`config.mk`:
```
export PLATFORM = sky130hd
export DESIGN_NAME = output_port_arbiter
export DESIGN_NICKNAME = d
export VERILOG_FILES = /design/src/rtl/noc_pkg.sv /design/src/rtl/rr_arbiter.sv /design/src/rtl/output_port_arbiter.sv
export SDC_FILE = /design/constraint.sdc
export NUM_CORES = 1
export LEC_CHECK = 0
export ABC_AREA = 1
export ABC_CLOCK_PERIOD_IN_PS = 8800
export BUFFER_PORTS_ARGS = -buffer_cell sky130_fd_sc_hd__buf_2
export CAP_MARGIN = 0
export CORE_MARGIN = 3
export CORE_UTILIZATION = 40
export CTS_CLUSTER_SIZE = 10
export DETAILED_ROUTE_END_ITERATION = 6
export GPL_TIMING_DRIVEN = 0
export PLACE_DENSITY = 0.76
export SYNTH_ARGS = -nofsm -noshare
export SYNTH_HDL_FRONTEND = slang
export SYNTH_SLANG_ARGS = --single-unit
```
`constraint.sdc`:
```
create_clock -name clk -period 8.8 [get_ports clk]
set_clock_uncertainty 0.1 [all_clocks]
set_input_delay 1.76 -clock clk [delete_from_list [all_inputs] [get_ports clk]]
set_output_delay 1.76 -clock clk [all_outputs]
set_load 0.005 [all_outputs]
```
`src/rtl/noc_pkg.sv`:
```
// Shared router definitions: widths, port indices, packet field layout and
// the occupancy encoding used by the per-port output FIFO.
package noc_pkg;

   localparam int unsigned DATA_WIDTH = 64;
   localparam int unsigned NUM_IN     = 5;
   localparam int unsigned FIFO_DEPTH = 2;
   localparam int unsigned CNT_WIDTH  = 16;

   localparam int unsigned PE = 0;
   localparam int unsigned L  = 1;
   localparam int unsigned R  = 2;
   localparam int unsigned U  = 3;
   localparam int unsigned D  = 4;

   localparam int unsigned DIR_X_BIT    = 62;
   localparam int unsigned DIR_Y_BIT    = 61;
   localparam int unsigned HOP_X_MSB    = 55;
   localparam int unsigned HOP_X_LSB    = 52;
   localparam int unsigned HOP_Y_MSB    = 51;
   localparam int unsigned HOP_Y_LSB    = 48;
   localparam int unsigned SOURCE_X_MSB = 47;
   localparam int unsigned SOURCE_X_LSB = 40;
   localparam int unsigned SOURCE_Y_MSB = 39;
   localparam int unsigned SOURCE_Y_LSB = 32;

   typedef enum logic [1:0] {
      FIFO_EMPTY = 2'd0,
      FIFO_ONE   = 2'd1,
      FIFO_FULL  = 2'd2
   } fifo_state_e;

   function automatic logic [3:0] pkt_hop_x(input logic [DATA_WIDTH-1:0] pkt);
      return pkt[HOP_X_MSB:HOP_X_LSB];
   endfunction

   function automatic logic [3:0] pkt_hop_y(input logic [DATA_WIDTH-1:0] pkt);
      return pkt[HOP_Y_MSB:HOP_Y_LSB];
   endfunction

   function automatic logic [7:0] pkt_source_x(input logic [DATA_WIDTH-1:0] pkt);
      return pkt[SOURCE_X_MSB:SOURCE_X_LSB];
   endfunction

   function automatic logic [7:0] pkt_source_y(input logic [DATA_WIDTH-1:0] pkt);
      return pkt[SOURCE_Y_MSB:SOURCE_Y_LSB];
   endfunction

endpackage

```
`src/rtl/rr_arbiter.sv`:
```
// Round-robin arbiter: one-hot combinational grant searching from ptr upward,
// pointer moves just past the winner only when a grant is actually issued.
module rr_arbiter #(
   parameter int unsigned NUM_IN = 5
) (
   input  logic              clk,
   input  logic              reset,
   input  logic [NUM_IN-1:0] req,
   input  logic              enable,
   output logic [NUM_IN-1:0] gnt
);

   localparam int unsigned PW = (NUM_IN > 1) ? $clog2(NUM_IN) : 1;

   logic [PW-1:0] ptr_q, ptr_d;
   logic          found;

   always_comb begin
      gnt   = '0;
      ptr_d = ptr_q;
      found = 1'b0;
      for (int unsigned k = 0; k < NUM_IN; k++) begin
         int unsigned idx;
         idx = k + ptr_q;
         if (idx >= NUM_IN) idx = idx - NUM_IN;
         if (enable && !found && req[PW'(idx)]) begin
            found           = 1'b1;
            gnt[PW'(idx)]   = 1'b1;
            ptr_d           = (idx + 1 == NUM_IN) ? '0 : PW'(idx + 1);
         end
      end
   end

   always_ff @(posedge clk or posedge reset) begin
      if (reset) ptr_q <= '0;
      else       ptr_q <= ptr_d;
   end

endmodule

```
`src/rtl/output_port_arbiter.sv`:
```
// Per-output-port arbiter: round-robin selects one requesting input per cycle
// into a 2-entry FIFO that drives the outgoing valid/ready link.
module output_port_arbiter #(
   parameter int unsigned DATA_WIDTH = noc_pkg::DATA_WIDTH,
   parameter int unsigned NUM_IN     = noc_pkg::NUM_IN,
   parameter int unsigned FIFO_DEPTH = noc_pkg::FIFO_DEPTH,
   parameter int unsigned CNT_WIDTH  = noc_pkg::CNT_WIDTH
) (
   input  logic                         clk,
   input  logic                         reset,
   input  logic [NUM_IN-1:0]            reqIn,
   input  logic [NUM_IN*DATA_WIDTH-1:0] dataIn,
   output logic [NUM_IN-1:0]            gntOut,
   output logic                         validOut,
   output logic [DATA_WIDTH-1:0]        dataOut,
   input  logic                         readyIn,
   output logic [CNT_WIDTH-1:0]         pktCount
);

   import noc_pkg::*;

   fifo_state_e           state_q, state_d;
   logic                  rd_q, rd_d;
   logic                  wr_q, wr_d;
   logic [CNT_WIDTH-1:0]  pkt_q, pkt_d;
   logic [DATA_WIDTH-1:0] mem_q [FIFO_DEPTH];

   logic                  push, pop, space, arb_en;
   logic [DATA_WIDTH-1:0] push_data;

   assign validOut = (state_q != FIFO_EMPTY);
   assign pop      = validOut & readyIn;
   // A full FIFO still has room when its head leaves on this same edge.
   assign space    = (state_q != FIFO_FULL) | pop;
   assign arb_en   = space & ~reset;

   rr_arbiter #(
      .NUM_IN (NUM_IN)
   ) u_arb (
      .clk    (clk),
      .reset  (reset),
      .req    (reqIn),
      .enable (arb_en),
      .gnt    (gntOut)
   );

   assign push = |gntOut;

   always_comb begin
      push_data = '0;
      for (int unsigned i = 0; i < NUM_IN; i++) begin
         if (gntOut[i]) push_data = push_data | dataIn[i*DATA_WIDTH +: DATA_WIDTH];
      end
   end

   always_comb begin
      state_d = state_q;
      unique case (state_q)
         FIFO_EMPTY: if (push) state_d = FIFO_ONE;
         FIFO_ONE: begin
            if (push && !pop)      state_d = FIFO_FULL;
            else if (!push && pop) state_d = FIFO_EMPTY;
         end
         FIFO_FULL:  if (pop && !push) state_d = FIFO_ONE;
         default:    state_d = FIFO_EMPTY;
      endcase
      rd_d  = rd_q ^ pop;
      wr_d  = wr_q ^ push;
      pkt_d = pkt_q + CNT_WIDTH'(push);
   end

   always_ff @(posedge clk or posedge reset) begin
      if (reset) begin
         state_q <= FIFO_EMPTY;
         rd_q    <= 1'b0;
         wr_q    <= 1'b0;
         pkt_q   <= '0;
      end else begin
         state_q <= state_d;
         rd_q    <= rd_d;
         wr_q    <= wr_d;
         pkt_q   <= pkt_d;
      end
   end

   always_ff @(posedge clk) begin
      if (push) mem_q[wr_q] <= push_data;
   end

   assign dataOut  = validOut ? mem_q[rd_q] : '0;
   assign pktCount = pkt_q;

endmodule

```
==> key figures <==
Status
  • Status: completed

Clocking
  • CTS resizes: 0
  • Worst skew pair latency: 420 ps
  • Clock-pin slew on the worst setup and hold paths: 60 ps
  • CTS Buffer Depth: 2
  • CTS tree: done
  • TritonCTS buffer count: 17
  • Post-CTS Hold Buffers: 0
  • Postcts setup bufs: 0
  • CTS sink cnt: 151
  • H-tree Lvls: 4
  • CTS root buf: clkbuf_16

Global routing
  • GR Overflow Total: 0
  • Largest net degree at the start of global routing: 55
  • Vias in the first global route: 10,300
  • Initial antenna violation count: 1
  • First-pass GRT wire length: 53.3 mm
  • Total track usage: 23.5%

Synth
  • Sequential fraction of the synthesis area: 40.3%
  • Synth Area in Adders: 3.95%
  • Syn_area_per_cell: 6.91 sq um
  • Yosys reg bits: 151
  • Largest family of logic cells by synthesized area: simple AND/OR/NAND/NOR gates
  • Yosys top cell area share: 35.0%
  • Largest area contributor in the netlist: edfxtp_1
  • Synth Area in Compound Gates: 5.65%
  • Main flop type after synthesis: edfxtp_1
  • Syn nets: 1,949
  • Warnings, synthesis: 0
  • Xor/xnor share of the synthesized area: 1.36%
  • Synth Area in Simple Gates: 37.9%
  • EDFF count, synth: 128
  • Top cells by area, synth: edfxtp_1 35%, nand2_1 26%, dfrtp_1 5.2%
  • Asr flop ratio synth: 15.2%
  • Post-Syn Area: 11,000 sq um
  • Mapped Cells: 1,587
  • Commonest cells in the netlist: 769 x nand2_1, 130 x inv_1, 128 x edfxtp_1, 99 x nor2_1, 78 x a21oi_1
  • Library cells used by synthesis: 40
  • Post-synthesis mux area share: 0%
  • Count leader, synth: nand2_1

Floorplanning
  • Die height: 172 um
  • FP Rows: 59
  • Die Area: 29,400 sq um
  • Io pins: 414
  • Core Footprint: 26,500 sq um
  • Initial Util: 41.4%
  • Die W: 172 um

Timing
  • Fin crit share: 73.8%
  • Final hold vios: 0
  • RSZ-0062 raised after global routing: false
  • Tmin final: 6490 ps
  • Relative slew slack: 33.8%
  • Max Clk Rate: 0.154 GHz
  • Max Slew Vio Count: 0
  • Setup_tns: 0 ps
  • Worst Tran Pin Value: 992 ps
  • Final setup fails: 0

Routing
  • Initial DRT Pass Iterations: 7
  • Vias: 11,400
  • Antenna viol nets, final: 0
  • WL per Instance: 15.5 um
  • # DRC: 0
  • Vias per inst: 4.82
  • DR iter-0 viols: 604
  • Final WL: 36.9 mm

Setup path
  • Worst EP required: 6940 ps
  • Critical path class: input port to output pin
  • Startpoint class of the critical path: input port
  • Worst EP arrival: 4630 ps
  • Critical Path Fanout Max: 24
  • Worst setup EP type: output pin

Place
  • Placer Congestion: 0.937
  • DP HPWL: 28.8 mm
  • I/O Buffers: 413

Finish
  • Layout Area Growth over Synthesis: 29.4%
  • FF/Latch Area: 4420 sq um
  • Share of cells above drive strength 1: 30.0%
  • Final net count: 2,383
  • Multi-input logic area: 5380 sq um
  • Fill count: 2,570

Worst hold path
  • Hold Path Class: flop to flop

Job
  • Max_cap viols: 0
[sequential cells by signal, summed over array words and instances, names as in the netlist]
signal and flops:
pktCount 16, wr_q 1, state_q 2, u_arb.ptr_q 3
mem_q 128, rd_q 1
[placed cells by master (no fill, tap or decap), types with 16 or more instances in the layout]
| cell type | netlist | layout |
|---|---|---|
| inv_1 | 130 | 130 |
| edfxtp_1 | 128 | 128 |
| dfrtp_1 | 23 | 23 |
| nand2_1 | 769 | 769 |
| nor3_1 | 16 | 16 |
| ha_1 | 33 | 31 |
| buf_6 | 16 | 16 |
| a21oi_1 | 78 | 78 |
| buf_2 | 6 | 419 |
| nand2_2 | 19 | 19 |
| clkbuf_16 | 0 | 17 |
| nand3_1 | 72 | 72 |
| nor2_1 | 99 | 99 |
| buf_4 | 19 | 19 |
| inv_2 | 72 | 72 |
[worst max-delay path: stages]
cell and delay (ps):
buf_2 90, inv_1 710, o21ai_0 410, inv_1 330, nand2_1 150, nor2_2 150, nand2_2 130, o21ai_1 220
nor2_1 80, nand3_1 110, buf_2 300, buf_2 180
[layer usage]
layer / GRT usage (%) / share of wire [%] / up-vias
li1: - / - / 5802
met2: 40.5 / 49 / 439
met4: 8.99 / 3.2 / 0
met1: 29.7 / 41 / 5125
met5: 0 / 0 / -
met3: 3.63 / 6.6 / 64
[layout make-up]
cell class,count,area share (%)
clock buffer,17,3.00
antenna,1,0.0176
inverter,203,5.39
sequential,151,31.1
multi-input combinational,1172,37.9
buffer,61,3.01
timing repair buffer,415,14.9
tap,335,2.95
clock inverter,15,1.65
[cell families after synthesis]
logic type | after synthesis
AO/OA/AOI/OAI | 108
XOR/XNOR | 17
adder cells (fa/ha/maj) | 34
buffers and inverters | 264
flip-flops | 151
AND/OR/NAND/NOR | 1013
[stage by stage]
stage	worst slack [ps]	hold WS (ps)	cells	util [%]	cell area, sq um
6_report	2310	381	2370	53.6	14200
5_1_grt	2010	410	2370	53.6	14200
4_1_cts	2240	382	2369	53.6	14200
3_5_place_dp	2260	365	2337	51.1	13500
3_3_place_gp	1600	361	2335	50.8	13500
2_1_floorplan	3340	368	1587	-	11000
[path summary, 6_finish.rpt]
path,cells past startpoint,start,to,slack (ps)
max,12,reset,gntOut[3],2310
min,1,pktCount[15],pktCount[15],380
max reg2reg,28,u_arb.ptr_q[1],pktCount[14],3580
min reg2reg,1,pktCount[15],pktCount[15],380
max in group asynchronous,2,reset,wr_q,6530
min in group asynchronous,2,reset,pktCount[5],1470
Power is left out: the tool's default activity adds up to more than one toggle a clock period on the data nets, which glitch-free logic cannot reach.
